[config.mk]
export PLATFORM = sky130hd
export DESIGN_NAME = demux_1x16_reg
export DESIGN_NICKNAME = d
export VERILOG_FILES = /design/src/rtl/demux_1x16_reg.sv
export SDC_FILE = /design/constraint.sdc
export NUM_CORES = 1
export LEC_CHECK = 0
export ABC_AREA = 1
export ABC_CLOCK_PERIOD_IN_PS = 2560
export CORE_ASPECT_RATIO = 0.8
export CORE_MARGIN = 2
export CORE_UTILIZATION = 40
export CTS_BUF_LIST = sky130_fd_sc_hd__clkbuf_4 sky130_fd_sc_hd__clkbuf_8
export CTS_CLUSTER_SIZE = 16
export DETAILED_ROUTE_END_ITERATION = 16
export PLACE_DENSITY = 0.68
export SETUP_SLACK_MARGIN = 0.3
export SLEW_MARGIN = 25
export SYNTH_ARGS = -nofsm -noshare
export SYNTH_HDL_FRONTEND = slang
export SYNTH_SLANG_ARGS = --single-unit
export TNS_END_PERCENT = 10
[constraint.sdc]
create_clock -name clk -period 2.56 [get_ports clk]
set_input_delay 0.64 -clock clk [delete_from_list [all_inputs] [get_ports clk]]
set_output_delay 0.64 -clock clk [all_outputs]
set_load 0.02 [all_outputs]
[src/rtl/demux_1x16_reg.sv]
// demux_1x16_reg: registered 1-to-N_OUT demultiplexer.
// Each output channel is a one-entry holding buffer with a valid/ack handshake.
// The input is steered to channel s.
// Optional feature macro: DEMUX_OCC_CNT_EN adds the occ_cnt/occ_full occupancy outputs.
module demux_1x16_reg #(
    parameter int WIDTH = 32,
    parameter int SEL_W = 4,
    parameter int N_OUT = 16      // must equal 2**SEL_W
) (
    input  logic                   clk,
    input  logic                   rst,
    input  logic [WIDTH-1:0]       din,
    input  logic [SEL_W-1:0]       s,
    input  logic                   din_valid,
    output logic                   din_ready,
    output logic [N_OUT*WIDTH-1:0] dout,
    output logic [N_OUT-1:0]       dout_valid,
    input  logic [N_OUT-1:0]       dout_ack
`ifdef DEMUX_OCC_CNT_EN
    ,
    output logic [SEL_W:0]         occ_cnt,
    output logic                   occ_full
`endif
);

    logic [WIDTH-1:0] dout_q [N_OUT];
    logic [WIDTH-1:0] dout_d [N_OUT];
    logic [N_OUT-1:0] dout_valid_q;
    logic [N_OUT-1:0] dout_valid_d;
    logic             accept;

    // The selected channel can take a word if it is empty or is being drained this cycle.
    assign din_ready = !dout_valid_q[s] || dout_ack[s];
    assign accept    = din_valid && din_ready;

    // Next-state for every channel: consumes first, then an accept overrides its own channel.
    always_comb begin
        // NOTE: every always_comb target gets a full default first so no latch is inferred.
        dout_d       = dout_q;
        dout_valid_d = dout_valid_q;
        for (int i = 0; i < N_OUT; i++) begin
            if (dout_ack[i] && dout_valid_q[i]) begin
                dout_valid_d[i] = 1'b0;
            end
        end
        if (accept) begin
            dout_d[s]       = din;
            dout_valid_d[s] = 1'b1;
        end
    end

    // Channel state registers with synchronous reset.
    always_ff @(posedge clk) begin
        // NOTE: state is updated with non-blocking assignments so all flops sample together.
        if (rst) begin
            // NOTE: the data buffers are reset too, because consumers see all-zero data after reset.
            for (int i = 0; i < N_OUT; i++) begin
                dout_q[i] <= '0;
            end
            dout_valid_q <= '0;
        end else begin
            for (int i = 0; i < N_OUT; i++) begin
                dout_q[i] <= dout_d[i];
            end
            dout_valid_q <= dout_valid_d;
        end
    end

    // Flatten the channel buffers onto the output bus.
    always_comb begin
        dout = '0;
        for (int i = 0; i < N_OUT; i++) begin
            dout[i*WIDTH +: WIDTH] = dout_q[i];
        end
    end

    assign dout_valid = dout_valid_q;

`ifdef DEMUX_OCC_CNT_EN
    logic [SEL_W:0] occ_cnt_q;
    logic [SEL_W:0] occ_cnt_d;
    logic           occ_full_q;
    logic           occ_full_d;

    // Occupancy follows the next valid vector, so it updates on the same edge as dout_valid.
    always_comb begin
        occ_cnt_d = '0;
        for (int i = 0; i < N_OUT; i++) begin
            occ_cnt_d = occ_cnt_d + {{SEL_W{1'b0}}, dout_valid_d[i]};
        end
        occ_full_d = (occ_cnt_d == (SEL_W+1)'(N_OUT));
    end

    // Occupancy registers with synchronous reset.
    always_ff @(posedge clk) begin
        if (rst) begin
            occ_cnt_q  <= '0;
            occ_full_q <= 1'b0;
        end else begin
            occ_cnt_q  <= occ_cnt_d;
            occ_full_q <= occ_full_d;
        end
    end

    assign occ_cnt  = occ_cnt_q;
    assign occ_full = occ_full_q;
`endif

endmodule
==> flow_results.org <==
** STA
- The number of hold violations in the final report was 0.
- For the finished layout, the period the worst path requires is about 2400 ps.
- Achievable frequency :: 413.7 MHz
- Setup repair after global routing could not meet its margin everywhere.
- Setup clock skew after layout :: ~23 ps
- Portion of the clock cycle consumed by the worst path in the final layout :: 94.42%
- Setup violations remaining at the end of the flow were counted as 0.
- Worst Max-Slew Pin Slew :: 572.4 ps
- Final Slew Violations :: 0
- The worst pin sits at a relative slew slack of 61.84%.

** Cells and area
- Finished Layout Cells :: 5577
- Layout fillers :: a little over 6000
- The post-route netlist has 8.275% of its cells at a drive strength greater than 1.
- For this run, the post-layout net count is 4716.
- Total area of multi-input combinational cells :: just under 10000 um2
- Registers take 10600 um2.
- Compared with the post-synthesis result, the final layout area differs by 36.04%.
- After routing the design area is 35260 um2.

** Synthesis
- #FFs+latches synth :: 528
- EDFF count, synth :: 0
- Share of synthesized cell area in and, or, nand and nor gates :: between 30% and 40%
- Cell with the most instances after synthesis :: sky130_fd_sc_hd__nand2_1
- Largest family of logic cells by synthesized area :: simple AND/OR/NAND/NOR gates
- Commonest register cell after synthesis :: sky130_fd_sc_hd__dfxtp_1
- The synthesized netlist contains 17 unique library cells.
- Synth area leaders :: sky130_fd_sc_hd__dfxtp_1 (41%), sky130_fd_sc_hd__nand2_1 (16%), sky130_fd_sc_hd__inv_1 (16%)
- Summing the sequential cell areas from Yosys gives between 40% and 50% of the chip area.
- The synthesized netlist devotes 0% of its cell area to adder and majority cells.
- The portion of synthesized area spent on multiplexers is 0%.
- When the netlist entered floorplanning its net count stood at 4176.
- The share of synthesized area in the top cell type comes to between 40% and 50%.
- After synthesis the cells add up to 25920 um2.
- Share of synthesized flip-flops with an asynchronous set or reset :: 0%
- For this run, the number of Yosys warnings is 0.
- Largest area contributor in the synthesized netlist :: sky130_fd_sc_hd__dfxtp_1
- Number of cells produced by synthesis :: 4121
- Xor-xnor portion of the synthesized cell area :: 0%
- Average size of a mapped cell :: between 6 and 7 um2
- Summing the areas of all compound-gate instances in the mapped netlist gives 0.3669% of the synthesized area.
- The commonest cells after synthesis are sky130_fd_sc_hd__nand2_1 (1125), sky130_fd_sc_hd__inv_1 (1077), sky130_fd_sc_hd__nor2_1 (531).

** Critical path
- Cell count of the worst reg-to-reg path :: 15
- CP max FO :: 2
- Crit path launch type :: input port
- In this run the critical register-to-register path is launched from dout_valid[9].
- Critical path origin :: dout_ack[12]
- End point of the critical path :: din_ready
- Data arrival at the endpoint of the critical path :: 1780 ps
- By startpoint and endpoint, the worst setup path is classified as in2out.
- In this run the critical register-to-register path is captured at dout[395].
- Req. time, crit path :: roughly 1900 ps
- For flop-to-flop paths, the worst setup slack is 560 ps.
- STA classifies the critical path endpoint as an output pin.

** Clock tree
- In this run, CTS created clock tree buffers numbering 89.
- The tree is rooted in a sky130_fd_sc_hd__clkbuf_8.
- Bufs on Longest Clock Path :: 3
- Clock latency on the worst-skew pair, taken at its later pin, is 710 ps.
- Clock net sink count :: 528
- CTS tree :: built
- Clock-pin slew reported for the worst setup and hold paths after clock tree synthesis :: 60 ps
- In this run the number of H-tree levels came out at 3.

** Floorplan
- just under 600 I/O pins were placed.
- Measured along the x axis, the die boundary spans 288.6 um.
- Core area :: 64180 um2
- Starting density of the core :: 40.38%
- Die H :: 231.7 um
- Number of rows created at floorplan :: 83
- Overall die area :: 66860 um2

** Detailed routing
- The detailed router put a total of 41.98 mm of wire on met1.
- The count of nets left with antenna violations once routing finished came out at 0.
- DR DRC count :: 0
- Routed wl met2 :: ~46 mm
- Uppermost layer routed :: met4
- Before antenna repair, the detailed router went through 8 iterations.
- Dividing the detail-routed via count by the number of cells gives 4.730.
- Drt total wl :: 100.6 mm
- The routed layout has roughly 26000 vias.
- Routed wire per std cell :: 18.03 um
- Wire length on met3 :: 8.895 mm
- For this block, the initial DRC count from the detailed router was 3436.

** GRT
- Initial antenna violation count :: 4
- The via count of the first global-routing pass is 23420.
- Total congestion overflow :: 0
- Global routing consumed, over all layers together, 28.96% of the routing resources.
- Entering global routing, the biggest net connects between 100 and 150 pins.
- First-pass GRT wire length :: around 150 mm

** Power and ir drop
- Reported leakage power :: about 0.018 uW
- Power Dens Cells :: 537.1 nW/um2
- Worst supply voltage drop on vdd :: approximately 0.00035 V

** Placed design
- Gp weighted congestion :: 0.8454
- Number of cells after detailed placement :: 5406
- Placed Instance Area :: between 30000 and 40000 um2
- The count of buffers added on input and output ports is 583.
- Placed wire-length estimate :: between 60 and 70 mm

** Outcome
- Outcome :: finished clean

** Worst hold path
- The worst hold path belongs to the class in2reg.

** Flow run
- Max-capacitance violation count :: 0
[cell type report]
type	count	area share, %
Clock inverter	13	0.3584
Multi-Input combinational cell	2204	27.71
Tap cell	850	3.017
Clock buffer	142	4.905
Antenna cell	2	0.01420
Inverter	1082	11.57
Timing Repair Buffer	756	22.37
Sequential cell	528	30.06
[where the power goes]
group	switching [uW]	internal, uW
logic	1550	852
registers	137	8400
clock network	3680	4310
[cells in the final DEF, fill, tap and decap left out, types with 2 or more instances in the layout]
master	netlist	layout
sky130_fd_sc_hd__nor2_1	531	512
sky130_fd_sc_hd__nand3_2	11	12
sky130_fd_sc_hd__nand2_1	1125	1121
sky130_fd_sc_hd__nand4_1	512	512
sky130_fd_sc_hd__clkinv_8	0	2
sky130_fd_sc_hd__clkdlybuf4s50_1	0	418
sky130_fd_sc_hd__dfxtp_4	0	3
sky130_fd_sc_hd__dfxtp_1	528	513
sky130_fd_sc_hd__nand2_2	1	3
sky130_fd_sc_hd__inv_12	0	2
sky130_fd_sc_hd__nand3_1	5	4
sky130_fd_sc_hd__nor2_2	0	13
sky130_fd_sc_hd__diode_2	0	2
sky130_fd_sc_hd__inv_2	2	5
sky130_fd_sc_hd__inv_8	0	2
sky130_fd_sc_hd__clkinv_2	0	5
sky130_fd_sc_hd__inv_1	1077	1074
sky130_fd_sc_hd__buf_12	0	58
sky130_fd_sc_hd__clkbuf_4	0	36
sky130_fd_sc_hd__nor2_4	0	6
sky130_fd_sc_hd__a21oi_1	16	16
sky130_fd_sc_hd__dfxtp_2	0	12
sky130_fd_sc_hd__clkbuf_8	0	106
sky130_fd_sc_hd__buf_6	54	2
sky130_fd_sc_hd__inv_6	0	3
sky130_fd_sc_hd__dlymetal6s2s_1	0	54
sky130_fd_sc_hd__dlygate4sd2_1	0	108
sky130_fd_sc_hd__buf_4	1	113
sky130_fd_sc_hd__o21ai_1	0	2
[worst min path at each step]
| stage | to | from | depth (start not counted) |
|---|---|---|---|
| 2_1_floorplan | dout_valid[10] | dout_valid[10] | 2 |
| 5_1_grt | dout_valid[3] | dout_ack[3] | 4 |
| 3_3_place_gp | dout_valid[1] | dout_valid[1] | 2 |
| 6_report | dout_valid[3] | dout_ack[3] | 4 |
| 4_1_cts | dout_valid[13] | dout_ack[13] | 4 |
| 3_5_place_dp | dout_valid[2] | dout_valid[2] | 2 |
[per-stage QoR]
step	power (uW)	TNS [ps]	worst slack (ps)	utilization [%]	hold slack [ps]
floorplan	9975	0	317.6	-	551.7
global placement	11080	-270610	-730.7	51.74	473.9
global route	19620	0	85.86	54.92	239.5
finish	18940	0	142.8	54.93	227.8
detailed placement	11090	-269130	-719.5	51.74	473.8
CTS	19030	0	106.9	54.60	319.1
[what timing repair did]
item / in CTS / in global routing
setup buffers: 5 / 8
gates cloned: 1 / 0
hold buffers: 0 / 0
endpoints found under the setup margin: 1024 / 442
gates resized for setup: 147 / 66
pin swaps: 2 / 6
[cells by family after synthesis]
group	count (synthesis)
DFF	528
and+or+nand+nor	2185
buffers and inverters	1389
AOI/OAI and AO/OA	19
[sequential cells by signal, indices dropped and copies added, names as in the netlist]
register    count
dout          512
dout_valid     16
[routing by layer]
layer | GRT usage [%] | vias up
met4 | 11.79 | 0
met5 | 0 | -
li1 | - | 13250
met3 | 4.961 | 187
met2 | 45.43 | 1241
met1 | 39.40 | 11700
[worst max-delay path, stage by stage]
cell and delay, ps:
sky130_fd_sc_hd__clkdlybuf4s50_1 490, sky130_fd_sc_hd__inv_2 50, sky130_fd_sc_hd__o21ai_1 110, sky130_fd_sc_hd__nand2_1 60
sky130_fd_sc_hd__nand2_1 50, sky130_fd_sc_hd__nand2_1 50, sky130_fd_sc_hd__nand2_2 80, sky130_fd_sc_hd__nor2_4 50
sky130_fd_sc_hd__nand2_8 80, sky130_fd_sc_hd__buf_6 110
Power figures use the tool's default switching activity.
